File: src/rtl/ttl_counter_pkg.sv
// ttl_counter_pkg
//   Shared definitions for the counter library models.
//   - DIR_UP / DIR_DN : encodings of the direction input
//   - lim_hi()        : top of the count range for a given modulus
//   - tpd_t / tpd_*   : min:typ:max propagation-delay triple and helpers,
//                       kept here so every counter model describes its
//                       output timing the same way
package ttl_counter_pkg;

  localparam logic DIR_UP = 1'b1;
  localparam logic DIR_DN = 1'b0;

  // Highest value reached in the count range 0..modulus-1.
  function automatic longint lim_hi(input longint modulus);
    return modulus - 64'sd1;
  endfunction

  // Output propagation delay triple, in simulation time units.
  typedef struct packed {
    int unsigned t_min;
    int unsigned t_typ;
    int unsigned t_max;
  } tpd_t;

  function automatic tpd_t tpd_make(input int t_min, input int t_typ,
                                    input int t_max);
    tpd_t t;
    t.t_min = int'(t_min);
    t.t_typ = int'(t_typ);
    t.t_max = int'(t_max);
    return t;
  endfunction

  // A triple is well formed when every value is non-negative and ordered.
  function automatic bit tpd_legal(input int t_min, input int t_typ,
                                   input int t_max);
    return (t_min >= 0) && (t_typ >= t_min) && (t_max >= t_typ);
  endfunction

endpackage

File: src/rtl/updown_next.sv
// updown_next
//   Purely combinational next-count and terminal-detect logic for the
//   up/down counter. Holds no state.
// Parameters
//   WIDTH    : counter width in bits
//   MODULUS  : count range is 0..MODULUS-1
//   SATURATE : 0 = wrap at the limits, 1 = hold at the limits
// Ports
//   q      in  WIDTH  present count
//   up     in  1      direction, 1 = up, 0 = down
//   q_next out WIDTH  count after one enabled step
//   hit    out 1      the step starts from a limit (MODULUS-1 up, 0 down)
module updown_next
  import ttl_counter_pkg::*;
#(
  parameter int     WIDTH    = 4,
  parameter longint MODULUS  = 16,
  parameter bit     SATURATE = 1'b0
) (
  input  logic [WIDTH-1:0] q,
  input  logic             up,
  output logic [WIDTH-1:0] q_next,
  output logic             hit
);

  localparam logic [WIDTH-1:0] LIM  = WIDTH'(lim_hi(MODULUS));
  localparam logic [WIDTH-1:0] ZERO = '0;
  localparam logic [WIDTH-1:0] ONE  = WIDTH'(1);

  logic at_top;
  logic at_zero;
  logic above_top;

  assign at_top    = (q == LIM);
  assign at_zero   = (q == ZERO);
  // Only reachable after loading d >= MODULUS.
  assign above_top = (q > LIM);

  always_comb begin
    q_next = q;
    hit    = 1'b0;
    if (up == DIR_UP) begin
      // Out-of-range values are treated like the top limit going up: they
      // wrap to 0 (or hold), but only a genuine MODULUS-1 raises hit.
      if (at_top || above_top) begin
        q_next = SATURATE ? q : ZERO;
      end else begin
        q_next = q + ONE;
      end
      hit = at_top;
    end else begin
      // Going down, an out-of-range value simply decrements.
      if (at_zero) begin
        q_next = SATURATE ? q : LIM;
      end else begin
        q_next = q - ONE;
      end
      hit = at_zero;
    end
  end

endmodule

File: src/rtl/updown_counter_n.sv
// updown_counter_n
//   Parametrised synchronous up/down counter with synchronous clear,
//   active-low synchronous parallel load and active-low ripple
//   carry/borrow for cascading. One clock; all state changes on the rising
//   edge.
// Parameters
//   WIDTH                      : counter width in bits (1..32)
//   MODULUS                    : count range 0..MODULUS-1 (2..2^WIDTH)
//   SATURATE                   : 0 = wrap at the limits, 1 = hold
//   tPD_min / tPD_typ / tPD_max: output delay triple for timing annotation
// Ports
//   clk    in  1      clock, rising edge
//   clr    in  1      synchronous clear, active high, highest priority
//   load   in  1      synchronous parallel load, active low
//   en     in  1      local count enable, active high
//   cin    in  1      cascade enable, active high; also gates carry/borrow
//   up     in  1      direction, 1 = up, 0 = down
//   d      in  WIDTH  parallel load data (may exceed MODULUS-1)
//   q      out WIDTH  registered count
//   carry  out 1      active low: q at MODULUS-1, counting up, cin high
//   borrow out 1      active low: q at 0, counting down, cin high
//   tc     out 1      registered pulse: the last count step left a limit
//
// Cascading: the next stage's cin is driven from ~carry (up) or ~borrow
// (down) of this stage; every stage shares clk and en. carry/borrow are
// decoded from the registered q without en so the ripple enable is
// already settled before the edge on which the lower stage wraps.
module updown_counter_n
  import ttl_counter_pkg::*;
#(
  parameter int     WIDTH    = 4,
  parameter longint MODULUS  = 16,
  parameter bit     SATURATE = 1'b0,
  parameter int     tPD_min  = 0,
  parameter int     tPD_typ  = 0,
  parameter int     tPD_max  = 0
) (
  input  logic             clk,
  input  logic             clr,
  input  logic             load,
  input  logic             en,
  input  logic             cin,
  input  logic             up,
  input  logic [WIDTH-1:0] d,
  output logic [WIDTH-1:0] q,
  output logic             carry,
  output logic             borrow,
  output logic             tc
);

  // Elaboration-time parameter legality.
  if (WIDTH < 1 || WIDTH > 32) begin : g_bad_width
    $error("updown_counter_n: WIDTH=%0d outside 1..32", WIDTH);
  end
  if (MODULUS < 2 || MODULUS > (64'sd1 <<< WIDTH)) begin : g_bad_modulus
    $error("updown_counter_n: MODULUS=%0d outside 2..2^WIDTH", MODULUS);
  end
  if (!tpd_legal(tPD_min, tPD_typ, tPD_max)) begin : g_bad_tpd
    $error("updown_counter_n: tPD triple %0d:%0d:%0d not ordered",
           tPD_min, tPD_typ, tPD_max);
  end

  // The synthesizable model is zero-delay: the tPD triple is carried for
  // back-annotation only, so cascades remain cycle-exact.
  localparam tpd_t TPD = tpd_make(tPD_min, tPD_typ, tPD_max);
  localparam logic [WIDTH-1:0] LIM  = WIDTH'(lim_hi(MODULUS));
  localparam logic [WIDTH-1:0] ZERO = '0;

  logic [WIDTH-1:0] q_r;
  logic             tc_r;
  logic [WIDTH-1:0] q_next;
  logic             hit;
  logic             count_en;

  updown_next #(
    .WIDTH    (WIDTH),
    .MODULUS  (MODULUS),
    .SATURATE (SATURATE)
  ) u_next (
    .q      (q_r),
    .up     (up),
    .q_next (q_next),
    .hit    (hit)
  );

  assign count_en = en & cin;

  // Priority: clr > load (low) > count > hold. tc is a pulse, so every
  // branch that does not take a count step clears it.
  always_ff @(posedge clk) begin
    if (clr) begin
      q_r  <= ZERO;
      tc_r <= 1'b0;
    end else if (!load) begin
      q_r  <= d;
      tc_r <= 1'b0;
    end else if (count_en) begin
      q_r  <= q_next;
      tc_r <= hit;
    end else begin
      q_r  <= q_r;
      tc_r <= 1'b0;
    end
  end

  assign q      = q_r;
  assign tc     = tc_r;
  assign carry  = ~((q_r == LIM)  && (up == DIR_UP) && cin);
  assign borrow = ~((q_r == ZERO) && (up == DIR_DN) && cin);

  // Keeps the delay triple referenced in the elaborated design.
  logic tpd_unused;
  assign tpd_unused = ^{TPD.t_min, TPD.t_typ, TPD.t_max};

endmodule

File: config.mk
export PLATFORM = sky130hd
export DESIGN_NAME = updown_counter_n
export DESIGN_NICKNAME = d
export VERILOG_FILES = /design/src/rtl/ttl_counter_pkg.sv /design/src/rtl/updown_next.sv /design/src/rtl/updown_counter_n.sv
export SDC_FILE = /design/constraint.sdc
export NUM_CORES = 1
export LEC_CHECK = 0
export CORE_AREA = 2 2 39 41
export DETAILED_ROUTE_END_ITERATION = 8
export DIE_AREA = 0 0 41 43
export PLACE_DENSITY = 0.73
export REMOVE_ABC_BUFFERS = 1
export SLEW_MARGIN = 30
export SYNTH_ARGS = -nofsm -noshare
export SYNTH_HDL_FRONTEND = slang
export SYNTH_HIERARCHICAL = 1
export SYNTH_SLANG_ARGS = --single-unit
File: constraint.sdc
create_clock -name clk -period 2.9 [get_ports clk]
set_input_delay 0.29 -clock clk [delete_from_list [all_inputs] [get_ports clk]]
set_output_delay 0.29 -clock clk [all_outputs]
set_load 0.02 [all_outputs]
==> results by group, run 1 <==
Power
  • Part of the power in registers: 0.353
  • P_sw: 0.00007450 W
  • Power Total: roughly 0.00024 W
  • Cell Pwr Density: 404.3 mW/mm^2
  • Clock power share: 0.350
  • Comb pwr share: 0.296
  • Lkg Pwr: approximately 0.22 nW
  • VDD IR max: about 0.09 mV
  • Int Pwr: 0.0001658 W
  • Switching share of power: 0.3101

Drt
  • Routed length per instance: 12.86 um
  • Via-to-Cell Ratio: ~5.4
  • ANT nets after route: 0
  • DRT iter0 DRCs: 2
  • Routed Wire Length: between 1 and 1.5 mm
  • TritonRoute pass-1 iters: 2
  • Drt drc: 0
  • Via count: approximately 450

Floorplan
  • Die W: 41 um
  • Floorplan row count: 14
  • I/O pin cnt: 17
  • Die height: 43 um
  • Core box area: between 0.001 and 0.0015 mm^2
  • DIE AREA: 0.001763 mm^2
  • Initial Util: 0.3029

Timing
  • RSZ-0062 raised after global routing: no
  • Final number of setup-violating endpoints: 0
  • Final Max Slew Viols: 0
  • Final worst slack: between 0.7 and 0.8 ns
  • Fmax: 472.4 MHz
  • Skew final: ~0.0026 ns
  • Crit share post-route: 0.7300
  • Hold Fails Final Rpt: 0
  • Worst-margin pin slew: approximately 0.36 ns
  • Clock period minus worst slack: roughly 2.1 ns
  • Max-slew headroom: 0.7600
  • Fin Hold WS: 0.6230 ns
  • Setup TNS: 0 ns

Setup path
  • Worst reg2reg path depth: 5
  • CP Data Required Time: 2.61 ns
  • CP arrival: 1.83 ns
  • Worst path slowest cell: clkdlybuf4s50_1
  • Max FO, Critical Path: 11
  • Element type at the critical path start: input port
  • RR Endpoint: q[3]
  • Crit. End Element: output pin
  • Top cell by count, worst path: clkdlybuf4s50_1
  • Worst r2r src: q[2]
  • Crit path kind: in2out
  • Reg2Reg Setup Slack: around 1.2 ns
  • CP cell instances: clkdlybuf4s50_1 -> and4_1 -> nand3_1 -> clkdlybuf4s50_1
  • Buf/Inv on CP: 2
  • CP top delay family: buffers and inverters
  • Max stage delay on crit path: ~0.67 ns

Finish
  • Commonest cells after routing, fill and taps aside: clkdlybuf4s50_1 (16), nand3_1 (5), nor2_1 (5), dfxtp_1 (5)
  • Fin nets: 80
  • Share of post-route cells with drive strength above 1: 0.07463
  • Most common cell after layout, fill and taps aside: clkdlybuf4s50_1
  • Synthesis-to-layout area growth: 41.79%
  • # diodes: 0
  • Util after Layout: 0.4295

Place
  • Port Buffers: 16
  • Dpl hpwl: 776.2 um
  • Routability cong.: approximately 0.79
  • Pre-CTS setup slack: 0.7943 ns

CTS
  • CTS tree: done
  • Root buffer cell: clkbuf_4
  • Total CTS buffers: 3
  • H-tree depth: 1
  • Clock sink total: 5
  • Clk buf depth: 2
  • Resize count post-CTS: 0
  • Skew-Pair Late Insertion Delay: approximately 0.25 ns
  • CTS clk-pin slew, worst paths: 0.04 ns
  • Setup Buffers After CTS: 0
  • Hold buffers post-CTS: 0

Global routing
  • Initial antenna violation count: 0
  • Total GRT Usage: 0.1403
  • GRT met2 Usage: 0.2094
  • Overflow after GRT: 0
  • GRT busiest layer: met2
  • Global-route wire length before repair: 1.683 mm
  • Vias in the first global route: 394
  • GR Util met1: 0.1725
  • Largest net degree at the start of global routing: 12
  • M3 GR Usage: 0.02094

Worst hold path
  • Hold Crit Class: in2reg
  • Hold path endpoint: q[1]
  • Worst hold stages: 3
  • Min-Delay Startpoint: d[1]

Job
  • Max_cap viols: 0

Logic synthesis
  • Register bit count reported by yosys: 5
  • Post-Syn Instances: 51
  • Ys Warns: 6
  • Syn Std Cell Area: 419.2 um^2
  • Sequential fraction of the synthesis area: 0.2388
  • Netlist cell types: 27
  • Syn Area/Cell: 8.219 um^2

Status
  • Status: finished, final reports clean
==> logic make-up after synthesis <==
group / share of synthesized area
AOI/OAI and AO/OA: 0.2836
xor gates and xnor gates: 0.04180
adders and majority gates: 0.05969
buffers and inverters: 0.1104
DFF: 0.2388
muxes: 0.02388
and+or+nand+nor: 0.2418
==> Yosys cell counts <==
cell type  n  area share
or3_1      1       0.015
nand3_1    5       0.060
inv_1      3       0.027
inv_2      1      0.0089
nor3_1     1       0.012
mux2i_1    1       0.024
xnor2_1    2       0.042
nor2_1     5       0.045
a311oi_1   4       0.084
buf_2      1       0.012
a21oi_1    1       0.012
or4_1      1       0.018
a21bo_1    4       0.096
nor4_1     1       0.015
a31oi_1    1       0.015
nor4b_1    1       0.021
o21ai_0    1       0.012
dfxtp_1    5        0.24
and4_1     1       0.021
nand3b_1   1       0.018
clkbuf_1   1      0.0089
o21bai_1   1       0.018
ha_1       2       0.060
nand2_1    2       0.018
a41o_2     1       0.027
buf_6      2       0.054
a221oi_1   1       0.021
==> worst max path at each step <==
stage | from | end | slack, ns | depth (start not counted)
floorplan | q[2] | q[3] | 1.23 | 5
global placement | cin | carry | 0.82 | 4
detailed placement | cin | carry | 0.79 | 4
CTS | cin | carry | 0.79 | 4
global route | cin | carry | 0.69 | 4
finish | cin | carry | 0.78 | 4
==> power groups by stage <==
stage,combinational (W),sequential (W),clock (W)
3_3_place_gp,0.0000697,0.0000856,0
3_5_place_dp,0.0000712,0.0000860,0
4_1_cts,0.0000715,0.0000846,0.0000880
6_report,0.0000712,0.0000849,0.0000842
2_1_floorplan,0.0000325,0.0000885,0
5_1_grt,0.0000786,0.0000861,0.0000881
==> registers in the layout, indices dropped and copies added (netlist names) <==
signal and count:
q 4, tc 1
==> layer usage <==
metal | up-vias | part of all wire | routed length (um)
li1 | 225 | - | -
met5 | - | 0 | 0
met4 | 0 | 0.010 | 11
met3 | 2 | 0.087 | 93
met2 | 18 | 0.46 | 487
met1 | 204 | 0.44 | 474
==> stage by stage <==
stage          area, um^2  std cells
2_1_floorplan       387.9         47
3_3_place_gp        568.0         79
3_5_place_dp        568.0         79
4_1_cts             594.3         83
5_1_grt             594.3         83
6_report            594.3         83
==> tightest hold or removal path, delay by kind of cell <==
family | cells | cell delay (ns)
AO/OA/AOI/OAI | 1 | 0.05
buffers and inverters | 1 | 0.40
AND/OR/NAND/NOR | 1 | 0.08
==> layout make-up <==
cell class | instances | area [um^2]
Fill cell | 150 | 789.5
Multi-Input combinational cell | 38 | 272.8
Sequential cell | 5 | 100.1
Clock buffer | 4 | 26.28
Timing Repair Buffer | 16 | 160.2
Inverter | 4 | 15.01
Tap cell | 16 | 20.02
No activity file was read; power rests on OpenSTA's default activity.
==> inputs of run 2 (changes only) <==
--- a/config.mk
+++ b/config.mk
@@ -8,7 +8,7 @@
 export CORE_AREA = 2 2 39 41
 export DETAILED_ROUTE_END_ITERATION = 8
 export DIE_AREA = 0 0 41 43
-export PLACE_DENSITY = 0.73
+export PLACE_DENSITY = 0.75
 export REMOVE_ABC_BUFFERS = 1
 export SLEW_MARGIN = 30
 export SYNTH_ARGS = -nofsm -noshare
==> constraint.sdc (replaced) <==
create_clock -name clk -period 1.8 [get_ports clk]
set_input_delay 0.18 -clock clk [delete_from_list [all_inputs] [get_ports clk]]
set_output_delay 0.18 -clock clk [all_outputs]
set_load 0.02 [all_outputs]
==> run 2 against run 1 <==
  * Critical path depth stayed put
  * Via count is 1.6% lower
  * Register-to-register slack worse by 1.0 ns
  * Clock-buffer cell count stayed put
  * Power is 62% higher
  * Core utilization is 2.5 points higher
  * Largest power group unchanged
  * Largest cell class unchanged
  * First-iteration DRC count grew to 4.5 times the previous value
==> results by group, run 2 (synthesized netlist as in run 1, its figures left out) <==
Setup path
  • Element type at the critical path start: input port
  • Crit path kind: in2out
  • CP cell instances: clkdlybuf4s50_1 -> and4_1 -> nand3_1 -> clkdlybuf4s50_1
  • Crit. End Element: output pin
  • Max stage delay on crit path: approximately 0.6 ns
  • CP top delay family: buffers and inverters
  • Max FO, Critical Path: 4
  • Buf/Inv on CP: 2
  • RR Endpoint: q[3]
  • CP Data Required Time: roughly 1.6 ns
  • CP arrival: 1.53 ns
  • Worst path slowest cell: clkdlybuf4s50_1
  • Worst r2r src: q[2]
  • Top cell by count, worst path: clkdlybuf4s50_1
  • Reg2Reg Setup Slack: approximately 0.17 ns
  • Worst reg2reg path depth: 5

Global routing
  • Largest net degree at the start of global routing: 11
  • Initial antenna violation count: 0
  • Overflow after GRT: 0
  • Total GRT Usage: 0.1274
  • Global-route wire length before repair: 1.573 mm
  • Vias in the first global route: 397

Drt
  • Routed length per instance: 12.02 um
  • Via-to-Cell Ratio: 5.080
  • Drt drc: 0
  • Routed Wire Length: 1.046 mm
  • Via count: about 440
  • TritonRoute pass-1 iters: 3
  • ANT nets after route: 0
  • DRT iter0 DRCs: 9

Power
  • Cell Pwr Density: 620.1 mW/mm^2
  • Power Total: 0.0003903 W
  • Lkg Pwr: 0.2457 nW
  • VDD IR max: 0.2182 mV

Timing
  • Final number of setup-violating endpoints: 0
  • Setup TNS: 0 ns
  • Skew final: slightly below 0.002 ns
  • Crit share post-route: 0.9506
  • Hold Fails Final Rpt: 0
  • Final Max Slew Viols: 0
  • RSZ-0062 raised after global routing: no
  • Max-slew headroom: 0.7936
  • Fmax: around 580 MHz
  • Clock period minus worst slack: 1.711 ns
  • Worst-margin pin slew: 0.3091 ns

Job
  • Max_cap viols: 0

CTS
  • Clock sink total: 5
  • CTS tree: done
  • Clk buf depth: 2
  • Skew-Pair Late Insertion Delay: 0.24 ns
  • CTS clk-pin slew, worst paths: 0.04 ns
  • Resize count post-CTS: 0
  • Setup Buffers After CTS: 0
  • Hold buffers post-CTS: 0
  • H-tree depth: 1
  • Total CTS buffers: 3
  • Root buffer cell: clkbuf_4

Worst hold path
  • Hold path endpoint: q[1]
  • Worst hold stages: 3
  • Hold Crit Class: in2reg
  • Min-Delay Startpoint: d[1]

Floorplan
  • I/O pin cnt: 17
  • Initial Util: 0.3029
  • DIE AREA: 0.001763 mm^2
  • Core box area: 0.001384 mm^2
  • Die height: 43 um
  • Die W: a little over 40 um
  • Floorplan row count: 14

Finish
  • Design area: 629.4 um^2
  • # diodes: 0
  • Fin nets: 84
  • Commonest cells after routing, fill and taps aside: clkdlybuf4s50_1 (15), nand3_1 (5), nor2_1 (5)
  • Synthesis-to-layout area growth: 50.15%
  • Number of flip-flops in the largest register: 4
  • Most common cell after layout, fill and taps aside: clkdlybuf4s50_1
  • Share of post-route cells with drive strength above 1: 0.1549
  • Final Non-Filler Cells: 87

Place
  • Port Buffers: 16
  • Dpl cells: 83
  • Routability cong.: 0.8340
  • Dpl hpwl: 789 um
  • Post-DP Area: 598.1 um^2

Status
  • Status: finished, final reports clean
## run 2: cell count changes in the layout (fill, tap and decap cells not counted), sizes merged
| cell | change |
|---|---|
| buf | +4 |
| clkdlybuf4s50 | -1 |
| dlymetal6s2s | +1 |
## run 2: power breakdown
group          total (W)  internal (W)  switching (W)
registers       0.000135      0.000119      0.0000161
logic           0.000124     0.0000706      0.0000532
clock network   0.000131     0.0000839      0.0000471
## run 2: worst max path at each step
stage,from,to,cells after the start
3_5_place_dp,up,carry,4
6_report,up,carry,4
5_1_grt,up,carry,4
2_1_floorplan,q[2],q[3],5
3_3_place_gp,up,carry,4
4_1_cts,q[0],carry,3
## run 2: worst register-to-register path, delay by kind of cell, from the launching register on
kind,cells,cell delay (ns)
AO/OA/AOI/OAI,2,0.45
flip-flops,1,0.45
buffers and inverters,1,0.06
AND/OR/NAND/NOR,2,0.58
## run 2: routing by layer
metal | part of all wire | GRT usage
met4 | 0.015 | 0.08000
met1 | 0.47 | 0.1571
met3 | 0.091 | 0.02094
met2 | 0.42 | 0.1938
met5 | 0 | 0
## run 2: area by class of cell
cell class / count / area [um^2]
clock buffer: 4 / 26.28
fill: 144 / 754.5
inverter: 4 / 15.01
multi-input combinational: 38 / 272.8
sequential: 5 / 102.6
tap: 16 / 20.02
timing repair buffer: 20 / 192.7
## run 2: per-stage QoR
stage	hold WS (ns)	setup WS, ns	utilization
floorplan	0.2521	0.1344	-
global placement	0.6956	0.08883	0.4322
detailed placement	0.7140	0.08497	0.4322
CTS	0.5182	0.008826	0.4512
global route	0.5388	0.03197	0.4548
finish	0.5121	0.08887	0.4548
==> inputs of run 3 (changes only) <==
--- a/config.mk
+++ b/config.mk
@@ -8,6 +8,7 @@
 export CORE_AREA = 2 2 39 41
 export DETAILED_ROUTE_END_ITERATION = 8
 export DIE_AREA = 0 0 41 43
+export MAX_ROUTING_LAYER = met4
 export PLACE_DENSITY = 0.75
 export REMOVE_ABC_BUFFERS = 1
 export SLEW_MARGIN = 30
@@ -15,3 +16,4 @@
 export SYNTH_HDL_FRONTEND = slang
 export SYNTH_HIERARCHICAL = 1
 export SYNTH_SLANG_ARGS = --single-unit
+export TNS_END_PERCENT = 50
==> results of run 3 <==
The final DEF is identical to that of run 2; final timing and power are the same.
Main changes from that run: final weighted congestion in routability-driven placement 0.8340 -> 0.8468; overall routing resource usage 0.1274 -> 0.1305
